File: config.mk
export PLATFORM = sky130hd
export DESIGN_NAME = lpf_coef_ctrl
export DESIGN_NICKNAME = d
export VERILOG_FILES = /design/src/rtl/lpf_coef_ctrl.sv
export SDC_FILE = /design/constraint.sdc
export NUM_CORES = 1
export LEC_CHECK = 0
export BUFFER_PORTS_ARGS = -buffer_cell sky130_fd_sc_hd__buf_4
export CORE_AREA = 2 2 138 140
export DETAILED_ROUTE_END_ITERATION = 8
export DIE_AREA = 0 0 140 142
export PLACE_DENSITY_LB_ADDON = 0.25
export SETUP_SLACK_MARGIN = 0.05
export SLEW_MARGIN = 40
export SYNTH_ARGS = -nofsm -noshare
export SYNTH_HDL_FRONTEND = slang
export SYNTH_SLANG_ARGS = --single-unit
File: constraint.sdc
create_clock -name clk -period 10.3 [get_ports clk]
set_input_delay 2.06 -clock clk [delete_from_list [all_inputs] [get_ports clk]]
set_output_delay 2.06 -clock clk [all_outputs]
set_load 0.01 [all_outputs]
File: src/rtl/lpf_coef_ctrl.sv
//------------------------------------------------------------------------------
// Module   : lpf_coef_ctrl
// Brief    : MIDI cutoff CC -> ROM-fetched biquad coefficient set, double-banked
// Revision : 1.0
//------------------------------------------------------------------------------
`default_nettype none

`ifndef MIDI_CMD_SIZE
`define MIDI_CMD_SIZE 3
`endif
`ifndef MIDI_CMD_CC
`define MIDI_CMD_CC 3'd3
`endif

module lpf_coef_ctrl #(
  parameter int          CUTOFF_CC = 74,
  parameter int          MIDI_CH   = 0,
  parameter int          NUM_COEFS = 5,
  parameter logic [17:0] RST_B0    = 18'h10000
) (
  input  logic                      clk,
  input  logic                      reset,
  input  logic                      midi_rdy,
  input  logic [`MIDI_CMD_SIZE-1:0] midi_cmd,
  input  logic [3:0]                midi_ch_sysn,
  input  logic [6:0]                midi_data0,
  input  logic [6:0]                midi_data1,
  input  logic                      lpf_idle,
  output logic [9:0]                rom_addr,
  input  logic signed [17:0]        rom_data,
  input  logic [2:0]                coef_rd_idx,
  output logic signed [17:0]        coef_rd_data,
  output logic                      coef_busy,
  output logic                      coef_updated,
  output logic [6:0]                cutoff_active
);

  localparam logic [2:0] c_LAST_IDX = 3'(NUM_COEFS - 1);

  typedef enum logic [1:0] {
    ST_IDLE      = 2'd0,
    ST_FETCH     = 2'd1,
    ST_WAIT_LAST = 2'd2,
    ST_PENDING   = 2'd3
  } state_t;

  state_t             r_state;
  state_t             w_state_next;
  logic               r_bank_sel;
  logic signed [17:0] r_bank [0:1][0:NUM_COEFS-1];
  logic [6:0]         r_cutoff_req;
  logic [6:0]         r_cutoff_fetch;
  logic [2:0]         r_idx;
  logic [2:0]         r_idx_d;
  logic               r_fetch_d;
  logic               r_reload;
  logic [9:0]         r_rom_addr;
  logic               r_coef_updated;
  logic [6:0]         r_cutoff_active;

  logic               w_cc_event;
  logic [6:0]         w_cutoff_new;
  logic               w_start;
  logic               w_swap;
  logic               w_reload_set;
  logic               w_reload_clr;

  assign w_cc_event = midi_rdy && (midi_cmd == `MIDI_CMD_CC) &&
                      (midi_ch_sysn == 4'(MIDI_CH)) && (midi_data0 == 7'(CUTOFF_CC));
  // A fetch started on the same cycle as a CC must use that CC's value.
  assign w_cutoff_new = w_cc_event ? midi_data1 : r_cutoff_req;

  always_comb begin
    w_state_next = r_state;
    w_start      = 1'b0;
    w_swap       = 1'b0;
    w_reload_set = 1'b0;
    w_reload_clr = 1'b0;
    case (r_state)
      ST_IDLE: begin
        if (w_cc_event) begin
          w_start      = 1'b1;
          w_state_next = ST_FETCH;
        end
      end
      ST_FETCH: begin
        w_reload_set = w_cc_event;
        if (r_idx == c_LAST_IDX) w_state_next = ST_WAIT_LAST;
      end
      ST_WAIT_LAST: begin
        if (r_reload || w_cc_event) begin
          w_start      = 1'b1;
          w_reload_clr = 1'b1;
          w_state_next = ST_FETCH;
        end else begin
          w_state_next = ST_PENDING;
        end
      end
      ST_PENDING: begin
        if (w_cc_event) begin
          w_start      = 1'b1;
          w_state_next = ST_FETCH;
        end else if (lpf_idle) begin
          w_swap       = 1'b1;
          w_state_next = ST_IDLE;
        end
      end
      default: w_state_next = ST_IDLE;
    endcase
  end

  always_ff @(posedge clk or posedge reset) begin
    if (reset) begin
      r_state         <= ST_IDLE;
      r_bank_sel      <= 1'b0;
      r_cutoff_req    <= 7'd0;
      r_cutoff_fetch  <= 7'd0;
      r_idx           <= 3'd0;
      r_idx_d         <= 3'd0;
      r_fetch_d       <= 1'b0;
      r_reload        <= 1'b0;
      r_rom_addr      <= 10'd0;
      r_coef_updated  <= 1'b0;
      r_cutoff_active <= 7'd127;
      for (int b = 0; b < 2; b++) begin
        for (int i = 0; i < NUM_COEFS; i++) begin
          r_bank[b][i] <= (i == 0) ? RST_B0 : 18'sd0;
        end
      end
    end else begin
      r_state        <= w_state_next;
      r_coef_updated <= w_swap;
      r_fetch_d      <= (r_state == ST_FETCH);
      r_idx_d        <= r_idx;
      if (w_cc_event) r_cutoff_req <= midi_data1;

      if (w_reload_clr)      r_reload <= 1'b0;
      else if (w_reload_set) r_reload <= 1'b1;

      if (w_start) begin
        r_cutoff_fetch <= w_cutoff_new;
        r_idx          <= 3'd0;
        r_rom_addr     <= {w_cutoff_new, 3'd0};
      end else if ((r_state == ST_FETCH) && (r_idx != c_LAST_IDX)) begin
        r_idx      <= r_idx + 3'd1;
        r_rom_addr <= {r_cutoff_fetch, r_idx + 3'd1};
      end

      // ROM word for the address issued last cycle lands in the shadow bank.
      if (r_fetch_d) r_bank[~r_bank_sel][r_idx_d] <= rom_data;

      if (w_swap) begin
        r_bank_sel      <= ~r_bank_sel;
        r_cutoff_active <= r_cutoff_fetch;
      end
    end
  end

  assign coef_rd_data  = (coef_rd_idx <= c_LAST_IDX) ? r_bank[r_bank_sel][coef_rd_idx] : 18'sd0;
  assign rom_addr      = r_rom_addr;
  assign coef_busy     = (r_state != ST_IDLE);
  assign coef_updated  = r_coef_updated;
  assign cutoff_active = r_cutoff_active;

endmodule

`default_nettype wire
==> run_results.csv, run 1 <==
group,metric,value,unit
sta,finClkSkew,0.0105,ns
setup_path,worst_setup_path_end_kind,"output port",
clocking,cts_tree,"done",
clocking,htreeDepth,1,
global_routing,first_global_vias,6600,
sta,setup-tns-final,0,ns
finish,final_cell_mix,"210 x dfrtp_1, 205 x mux2_2, 88 x buf_4",
clocking,cts_root_buf,"clkbuf_16",
synthesis,synth_compound_area_share,3.74,%
setup_path,crit_type,"in2out",
finish,area_delta_synth_final,15.6,%
power_and_ir_drop,power,3.34,mW
clocking,ctsResizeCount,0,
floorplanning,die_y,142,um
synthesis,synth_seq_area_share,55.1,%
sta,setup_viol,0,
synthesis,syn_area_per_cell,14.6,um2
floorplanning,start_util,54.2,%
outcome,status,"completed",
routing,wl_per_cell,21.7,um
power_and_ir_drop,peakVddDrop,0.159,mV
global_routing,grt_pass1_wl,35100,um
floorplanning,rows,50,
clocking,clock_path_buffers,3,
floorplanning,fp.dieArea,19900,um2
job,maxCapViolCount,0,
setup_path,r2r_start,"r_bank_sel",
worst_hold_path,min_path_type,"reg2reg",
place,gp_congestion,0.739,
clocking,cts_hold_buffers,0,
power_and_ir_drop,p_leak,5.20,nW
routing,drtPass1Iterations,4,
sta,holdWs,0.453,ns
sta,worst_pin_slew,0.780,ns
setup_path,worstPathMaxFanout,37,
finish,drive_gt1_share,51.2,%
synthesis,synthMuxAreaShare,33.3,%
sta,rsz0062_at_grt,"false",
clocking,path_clk_slew,0.06,ns
power_and_ir_drop,powerDensity,289,nW/um2
synthesis,synthAdderAreaFrac,0.875,%
synthesis,netlist_instances,686,
clocking,clk_latency,0.51,ns
floorplanning,dieWidth,140,um
synthesis,syn_area,10000,um2
sta,final_hold_viol_count,0,
synthesis,synth_top_family_by_area,"multiplexers",
sta,post-route-period-util,57.9,%
place,pre_cts_slack,4.37,ns
place,place_hpwl,13200,um
synthesis,synth_xor_area_share,0.263,%
synthesis,synth-simple-area-share,3.38,%
clocking,cts_buffers,24,
floorplanning,core,18500,um2
routing,dr.first_iter.drc_count,311,
sta,layout_setup_ws,4.34,ns
synthesis,syn-num-nets,739,
clocking,cts_sinks,220,
sta,period_minus_slack,5.96,ns
finish,mostFrequentLayoutCell,"dfrtp_1",
global_routing,antenna_found_initial,1,
setup_path,arrival,3.90,ns
clocking,post_cts_buffers,0,
worst_hold_path,hold_start,"r_idx[1]",
setup_path,startpoint,"coef_rd_idx[2]",
setup_path,cp-start-kind,"input pin",
synthesis,ys_types,39,
routing,drc_errors,0,
routing,avgViaCountPerCell,6.01,
synthesis,synth_warnings,0,
place,portBuffers,82,
global_routing,grt_overflow_total,0,
setup_path,cp.required,8.24,ns
global_routing,grtUsageTotal,22.3,%
global_routing,grt_max_degree,134,
sta,fmax,168,MHz
routing,drt-total-wl,21700,um
finish,fin_nets,800,
synthesis,synth-seq-cells,220,
sta,finalMaxSlewViolations,0,
sta,relSlewSlack,47.7,%
routing,drtAntennaViolNets,0,
floorplanning,ios,83,
routing,vias,6011,
finish,finish.utilization,62.7,%
==> logic make-up (layout without fill, tap and decap cells) <==
kind of cell	after synthesis	in the layout
fa+ha+maj	7	7
other cells	0	1
simple gates	61	61
flops	220	220
buf+inv	79	158
xor+xnor	3	3
mux	262	262
compound gates	54	54
==> Yosys cell counts <==
cell type / count / area share (%)
nand3b_1: 1 / 0.075
nand4_2: 1 / 0.13
nand3_1: 1 / 0.050
a221oi_4: 1 / 0.26
buf_6: 1 / 0.11
nand2b_1: 1 / 0.063
mux2i_1: 21 / 2.1
ha_1: 7 / 0.88
dfstp_2: 9 / 2.4
a21boi_0: 1 / 0.075
nand4_1: 1 / 0.063
o21ai_0: 9 / 0.45
or3_1: 2 / 0.13
a211oi_1: 2 / 0.15
nor3b_1: 3 / 0.23
nand3b_2: 2 / 0.23
nor2_1: 13 / 0.49
a221oi_1: 18 / 1.6
inv_1: 23 / 0.86
nand2_1: 28 / 1.1
and3_1: 1 / 0.063
dfrtp_1: 211 / 53
clkbuf_1: 11 / 0.41
and4_1: 1 / 0.088
xor2_1: 2 / 0.18
buf_1: 21 / 0.79
mux2_2: 205 / 23
a2bb2oi_1: 2 / 0.18
nor4b_1: 1 / 0.088
and4bb_2: 2 / 0.25
xnor2_1: 1 / 0.088
a21oi_1: 21 / 1.1
nor3_2: 1 / 0.10
nand2_2: 1 / 0.063
nor4b_4: 1 / 0.24
inv_2: 1 / 0.037
buf_2: 21 / 1.1
buf_4: 1 / 0.075
mux4_2: 36 / 8.1
==> power by group <==
group / switching, mW / total [mW] / leakage [nW] / internal, mW
sequential: 0.218 / 1.46 / 2.70 / 1.24
combinational: 0.412 / 1.04 / 2.12 / 0.623
clock: 0.334 / 0.849 / 0.385 / 0.515
total: 0.964 / 3.34 / 5.20 / 2.38
==> sequential cells by signal (all words and copies together) (netlist names) <==
| name | flops |
|---|---|
| r_cutoff_fetch | 7 |
| r_idx | 2 |
| rom_addr | 8 |
| r_idx_d | 3 |
| r_fetch_d | 1 |
| r_cutoff_req | 7 |
| r_reload | 1 |
| cutoff_active | 7 |
| coef_updated | 1 |
| r_bank_sel | 1 |
| r_bank | 180 |
| r_state | 2 |
==> worst max-delay path, stage by stage <==
cell      delay, ns
buf_4          0.11
inv_2          0.55
nor2_1         0.30
buf_4          0.29
a221oi_1       0.32
a21oi_1        0.09
buf_4          0.17
==> metal layers <==
layer  track usage, %  vias to the layer above  wire, um
li1                 -                     2613         -
met1             30.3                     3224      9410
met2             37.8                      138     10900
met3             3.63                       36      1040
met4             6.17                        0       422
met5                0                        -         0
==> worst paths after layout <==
check,to,slack (ns),depth (start not counted)
max reg2reg,r_bank[10],7.74,3
min,r_idx_d[1],0.45,0
max in group asynchronous,r_bank_sel,7.40,3
min in group asynchronous,r_bank[106],1.67,2
max,coef_rd_data[1],4.34,7
min reg2reg,r_idx_d[1],0.45,0
==> area by class of cell <==
| class | instances | area (um2) |
|---|---|---|
| Fill cell | 1340 | 6880 |
| Sequential cell | 220 | 5520 |
| Multi-Input combinational cell | 387 | 4180 |
| Clock buffer | 41 | 746 |
| Timing Repair Buffer | 90 | 686 |
| Tap cell | 234 | 293 |
| Inverter | 24 | 103 |
| Clock inverter | 3 | 43.8 |
| Antenna cell | 1 | 2.50 |
==> metrics by stage <==
stage / std cells / cell area, um2
2_1_floorplan: 686 / 10000
3_3_place_gp: 953 / 10700
3_5_place_dp: 955 / 10800
4_1_cts: 999 / 11600
5_1_grt: 999 / 11600
6_report: 1000 / 11600
(Power assumes the default switching activity.)
==> inputs of run 2 (changes only) <==
--- a/config.mk
+++ b/config.mk
@@ -6,9 +6,9 @@
 export NUM_CORES = 1
 export LEC_CHECK = 0
 export BUFFER_PORTS_ARGS = -buffer_cell sky130_fd_sc_hd__buf_4
-export CORE_AREA = 2 2 138 140
+export CORE_AREA = 2 2 140 142
 export DETAILED_ROUTE_END_ITERATION = 8
-export DIE_AREA = 0 0 140 142
+export DIE_AREA = 0 0 142 144
 export PLACE_DENSITY_LB_ADDON = 0.25
 export SETUP_SLACK_MARGIN = 0.05
 export SLEW_MARGIN = 40
==> constraint.sdc (replaced) <==
create_clock -name clk -period 5.15 [get_ports clk]
set_input_delay 1.03 -clock clk [delete_from_list [all_inputs] [get_ports clk]]
set_output_delay 1.03 -clock clk [all_outputs]
set_load 0.01 [all_outputs]
==> run 2 against run 1 <==
  * Final cell count rose by 0.20%
  * Clock power rose by 120%
  * Power rose by 110%
  * Critical path type unchanged
  * Largest cell class unchanged
  * Largest power group unchanged
==> run_results.csv, run 2 (synthesis gave the netlist of run 1 again) <==
group,metric,value,unit
power_and_ir_drop,switching_share,28.0,%
outcome,status,"completed",
global_routing,grt.busiest_layer,"met2",
floorplanning,die_y,144,um
global_routing,grtUsageTotal,22.3,%
global_routing,grt_max_degree,133,
clocking,clock_path_buffers,3,
routing,avgViaCountPerCell,5.94,
place,place_hpwl,13800,um
power_and_ir_drop,peakVddDrop,0.281,mV
global_routing,met3_usage,3.31,%
power_and_ir_drop,powerDensity,591,nW/um2
worst_hold_path,min_path_type,"reg2reg",
job,maxCapViolCount,0,
sta,setup_viol,0,
sta,final_hold_viol_count,0,
clocking,post_cts_buffers,0,
clocking,clk_latency,0.50,ns
routing,vias,5955,
power_and_ir_drop,power_frac_seq,42.9,%
finish,register_area,5520,um2
finish,final_area,11700,um2
clocking,ctsResizeCount,0,
routing,drtAntennaViolNets,0,
power_and_ir_drop,power.switching,1.93,mW
sta,relSlewSlack,44.2,%
sta,rsz0062_at_grt,"false",
global_routing,use_met1,30.0,%
finish,insertedDiodeCount,0,
sta,period_minus_slack,3.94,ns
setup_path,crit_top_cell,"buf_4",
floorplanning,core,19100,um2
power_and_ir_drop,p_int,4.97,mW
finish,area_delta_synth_final,16.7,%
sta,setup-tns-final,0,ns
floorplanning,dieWidth,142,um
routing,drc_errors,0,
finish,fillCellCount,1425,
global_routing,grtUsageMet2,38.4,%
power_and_ir_drop,p_leak,5.25,nW
clocking,cts_buffers,23,
floorplanning,start_util,52.4,%
place,portBuffers,82,
routing,dr.first_iter.drc_count,362,
finish,final_cell_mix,"210 x dfrtp_1, 205 x mux2_2, 91 x buf_4",
routing,wl_per_cell,21.7,um
setup_path,arrival,2.91,ns
routing,drtPass1Iterations,4,
finish,largest_register_ffs,180,
clocking,path_clk_slew,0.06,ns
clocking,cts_hold_buffers,0,
setup_path,critPathMaxStageDelay,0.72,ns
finish,mostFrequentLayoutCell,"dfrtp_1",
setup_path,critPathSlowestCell,"nor2_1",
sta,fmax,254,MHz
floorplanning,ios,83,
sta,worst_pin_slew,0.835,ns
finish,drive_gt1_share,52.1,%
setup_path,critical-path-top-delay-family,"buffers and inverters",
setup_path,worst_setup_path_end_kind,"output port",
finish,top_register,"r_bank",
sta,post-route-period-util,76.5,%
finish,multi_input_area,4180,um2
clocking,cts_root_buf,"clkbuf_16",
place,place_area,10800,um2
clocking,cts_tree,"done",
power_and_ir_drop,clock_power_share,27.5,%
setup_path,worst-path-buf-inv,3,
routing,drt-total-wl,21800,um
setup_path,crit_type,"in2out",
global_routing,grt_overflow_total,0,
setup_path,cp.required,4.12,ns
sta,finalMaxSlewViolations,0,
setup_path,cp-start-kind,"input pin",
power_and_ir_drop,pwr-share-comb,29.6,%
clocking,htreeDepth,1,
floorplanning,fp.dieArea,20400,um2
global_routing,first_global_vias,6562,
setup_path,path_cells,"buf_4 -> nor2_1 -> buf_4 -> a221oi_1 -> a21oi_1 -> buf_4",
finish,fin_nets,801,
place,gp_congestion,0.809,
floorplanning,rows,51,
clocking,cts_sinks,220,
global_routing,grt_pass1_wl,35600,um
sta,finClkSkew,0.00729,ns
setup_path,worstPathMaxFanout,31,
global_routing,antenna_found_initial,0,
==> run 2: metal layers <==
layer	up-vias	part of all wire, %
met1	3176	43
met4	0	1.6
li1	2616	-
met2	133	50
met5	-	0
met3	30	4.5
==> run 2: area by class of cell <==
class                   instances  area share (%)
flip-flops and latches        220            47.3
multi-input cells             387            35.8
repair buffers                 92            6.02
clock buffers                  31            5.62
well taps                     238            2.55
clock inverters                10            1.93
inverters                      24           0.804
==> run 2: path summary, 6_finish.rpt <==
path | to | slack [ns] | from | cells past startpoint
min | r_idx_d[1] | 0.45 | r_idx[1] | 0
min in group asynchronous | rom_addr[6] | 0.65 | reset | 2
max reg2reg | r_bank[11] | 2.08 | r_bank_sel | 4
max | coef_rd_data[11] | 1.21 | coef_rd_idx[0] | 6
min reg2reg | r_idx_d[1] | 0.45 | r_idx[1] | 0
max in group asynchronous | r_bank_sel | 3.32 | reset | 3
==> run 2: power by group through the flow <==
stage	sequential, mW	combinational [mW]	clock [mW]
2_1_floorplan	2.78	1.61	0
3_3_place_gp	2.90	1.98	0
3_5_place_dp	2.98	2.06	0
4_1_cts	2.95	2.07	1.93
5_1_grt	3.05	2.22	2.01
6_report	2.96	2.04	1.90
==> run 2: per-stage QoR <==
| step | setup WS, ns | total power [mW] | util (%) | hold WS [ns] | std cells |
|---|---|---|---|---|---|
| floorplan | 1.26 | 4.39 | - | 0.457 | 686 |
| detailed placement | 1.22 | 5.04 | 56.6 | 0.435 | 961 |
| global placement | 1.22 | 4.88 | 56.4 | 0.420 | 960 |
| global route | 1.06 | 7.29 | 61.2 | 0.469 | 1002 |
| CTS | 1.20 | 6.95 | 61.2 | 0.453 | 1002 |
| finish | 1.21 | 6.90 | 61.2 | 0.454 | 1002 |
==> inputs of run 3 (changes only) <==
==> constraint.sdc (replaced) <==
create_clock -name clk -period 3.6 [get_ports clk]
set_input_delay 0.72 -clock clk [delete_from_list [all_inputs] [get_ports clk]]
set_output_delay 0.72 -clock clk [all_outputs]
set_load 0.01 [all_outputs]
==> run 3 against run 2 <==
  * Critical endpoint is now coef_rd_data[3]
  * Sequential power rose by 42%
  * Clock skew barely moved
  * Final cell count rose by 1.0%
  * Combinational power rose by 46%
  * First-iteration DRC count fell by 8.6%
  * Register-to-register slack got worse by 1.1 ns
  * Worst setup slack got worse by 0.98 ns
  * Sequential cell count did not move
  * Cell area fell by 0.46%
  * Wire length rose by 1.5%
  * Count of clock-buffer cells in the layout rose by 4
  * Sequential share of layout area rose by 0.20 points
==> run_results.csv, run 3 (synthesis gave the netlist of run 1 again) <==
group,metric,value,unit
outcome,status,"completed",
job,maxCapViolCount,0,
sta,final_hold_viol_count,0,
finish,finish.utilization,60.9,%
finish,fin_cells,1012,
finish,drive_gt1_share,52.2,%
setup_path,r2r_cells,3,
setup_path,r2r_slack,1.03,ns
place,portBuffers,82,
power_and_ir_drop,power,9.43,mW
global_routing,grtUsageTotal,22.5,%
global_routing,grt_overflow_total,0,
finish,mostFrequentLayoutCell,"dfrtp_1",
sta,finalMaxSlewViolations,0,
finish,final_area,11600,um2
routing,drt-total-wl,22100,um
clocking,cts_sinks,220,
floorplanning,dieWidth,142,um
setup_path,worst_setup_path_end_kind,"output port",
setup_path,worst_r2r_endpoint,"r_bank[44]",
routing,drc_errors,0,
global_routing,grt_max_degree,137,
place,dpl.cell_count,970,
sta,worst_pin_slew,0.761,ns
routing,wl_per_cell,21.8,um
finish,insertedDiodeCount,0,
sta,fmax,297,MHz
setup_path,worst-path-buf-inv,2,
power_and_ir_drop,p_leak,5.23,nW
setup_path,critPathMaxStageDelay,0.85,ns
sta,setup_viol,0,
clocking,cts_root_buf,"clkbuf_16",
routing,drtAntennaViolNets,0,
routing,dr.first_iter.drc_count,331,
finish,top_register,"r_bank",
power_and_ir_drop,powerDensity,812,nW/um2
finish,largest_register_ffs,180,
clocking,ctsResizeCount,0,
setup_path,arrival,2.65,ns
sta,finClkSkew,0.00733,ns
clocking,cts_hold_buffers,0,
setup_path,critical-path-top-delay-family,"flip-flops",
global_routing,grt_pass1_wl,35500,um
clocking,post_cts_buffers,0,
global_routing,first_global_vias,6499,
floorplanning,rows,51,
clocking,clk_latency,0.51,ns
setup_path,crit_type,"reg2out",
floorplanning,start_util,52.4,%
setup_path,worstPathMaxFanout,28,
sta,rsz0062_at_grt,"false",
sta,relSlewSlack,49.3,%
setup_path,cp-start-kind,"flip-flop",
sta,post-route-period-util,93.6,%
setup_path,crit_top_cell,"buf_4",
finish,area_delta_synth_final,16.2,%
finish,fin_nets,810,
finish,final_cell_mix,"210 x dfrtp_1, 205 x mux2_2, 96 x buf_4",
power_and_ir_drop,peakVddDrop,0.375,mV
setup_path,cp.required,2.88,ns
floorplanning,die_y,144,um
sta,period_minus_slack,3.37,ns
clocking,cts_tree,"done",
global_routing,antenna_found_initial,0,
setup_path,r2r_start,"r_bank_sel",
worst_hold_path,min_path_type,"in2async",
floorplanning,ios,83,
clocking,path_clk_slew,0.06,ns
routing,drtPass1Iterations,4,
sta,setup-tns-final,0,ns
routing,avgViaCountPerCell,5.89,
floorplanning,fp.dieArea,20400,um2
place,place_area,10900,um2
setup_path,path_cells,"buf_4 -> mux2_2 -> a221oi_1 -> a21oi_1 -> buf_4",
place,place_hpwl,13800,um
clocking,htreeDepth,1,
routing,vias,5962,
floorplanning,core,19100,um2
clocking,clock_path_buffers,3,
setup_path,critPathSlowestCell,"dfrtp_2",
place,gp_congestion,0.786,
clocking,cts_buffers,23,
-- run 3: through the flow --
stage,setup WS (ns),hold slack (ns)
floorplan,0.0193,0.457
global placement,0.565,0.433
detailed placement,0.559,0.446
CTS,0.214,0.393
global route,0.0997,0.419
finish,0.230,0.368
-- run 3: worst max-delay path by stage --
stage                        start               end  slack (ns)  depth (start not counted)
detailed placement  coef_rd_idx[0]  coef_rd_data[12]        0.56                          6
global placement    coef_rd_idx[0]   coef_rd_data[8]        0.56                          6
finish                  r_bank_sel   coef_rd_data[3]        0.23                          5
floorplan                    reset      coef_updated        0.02                          1
CTS                     r_bank_sel   coef_rd_data[3]        0.21                          5
global route            r_bank_sel   coef_rd_data[1]         0.1                          5
-- run 3: worst reg2reg max path, delay by kind of cell, from the launching register on --
family / cells / cell delay [ns]
flip-flops: 1 / 0.68
multiplexers: 1 / 0.51
AND/OR/NAND/NOR: 2 / 1.27
-- run 3: area by class of cell --
type                    instances  area (um2)
multi-input cells             387        4170
well taps                     238         298
clock buffers                  35         681
flip-flops and latches        220        5520
repair buffers                101         821
clock inverters                 7        43.8
inverters                      24        93.8
fillers                      1416        7460
-- run 3: routing by layer --
layer	wire, um	up-vias	share of wire (%)	global-route usage (%)
met2	11100	136	50	39.0
li1	-	2639	-	-
met1	9430	3161	43	29.5
met3	1230	26	5.6	4.07
met5	0	-	0	0
met4	312	0	1.4	5.68
-- run 3: where the power goes --
| part | switching, mW | internal (mW) |
|---|---|---|
| Sequential | 0.634 | 3.55 |
| Clock | 0.963 | 1.31 |
| Combinational | 1.16 | 1.82 |
| Total | 2.76 | 6.68 |
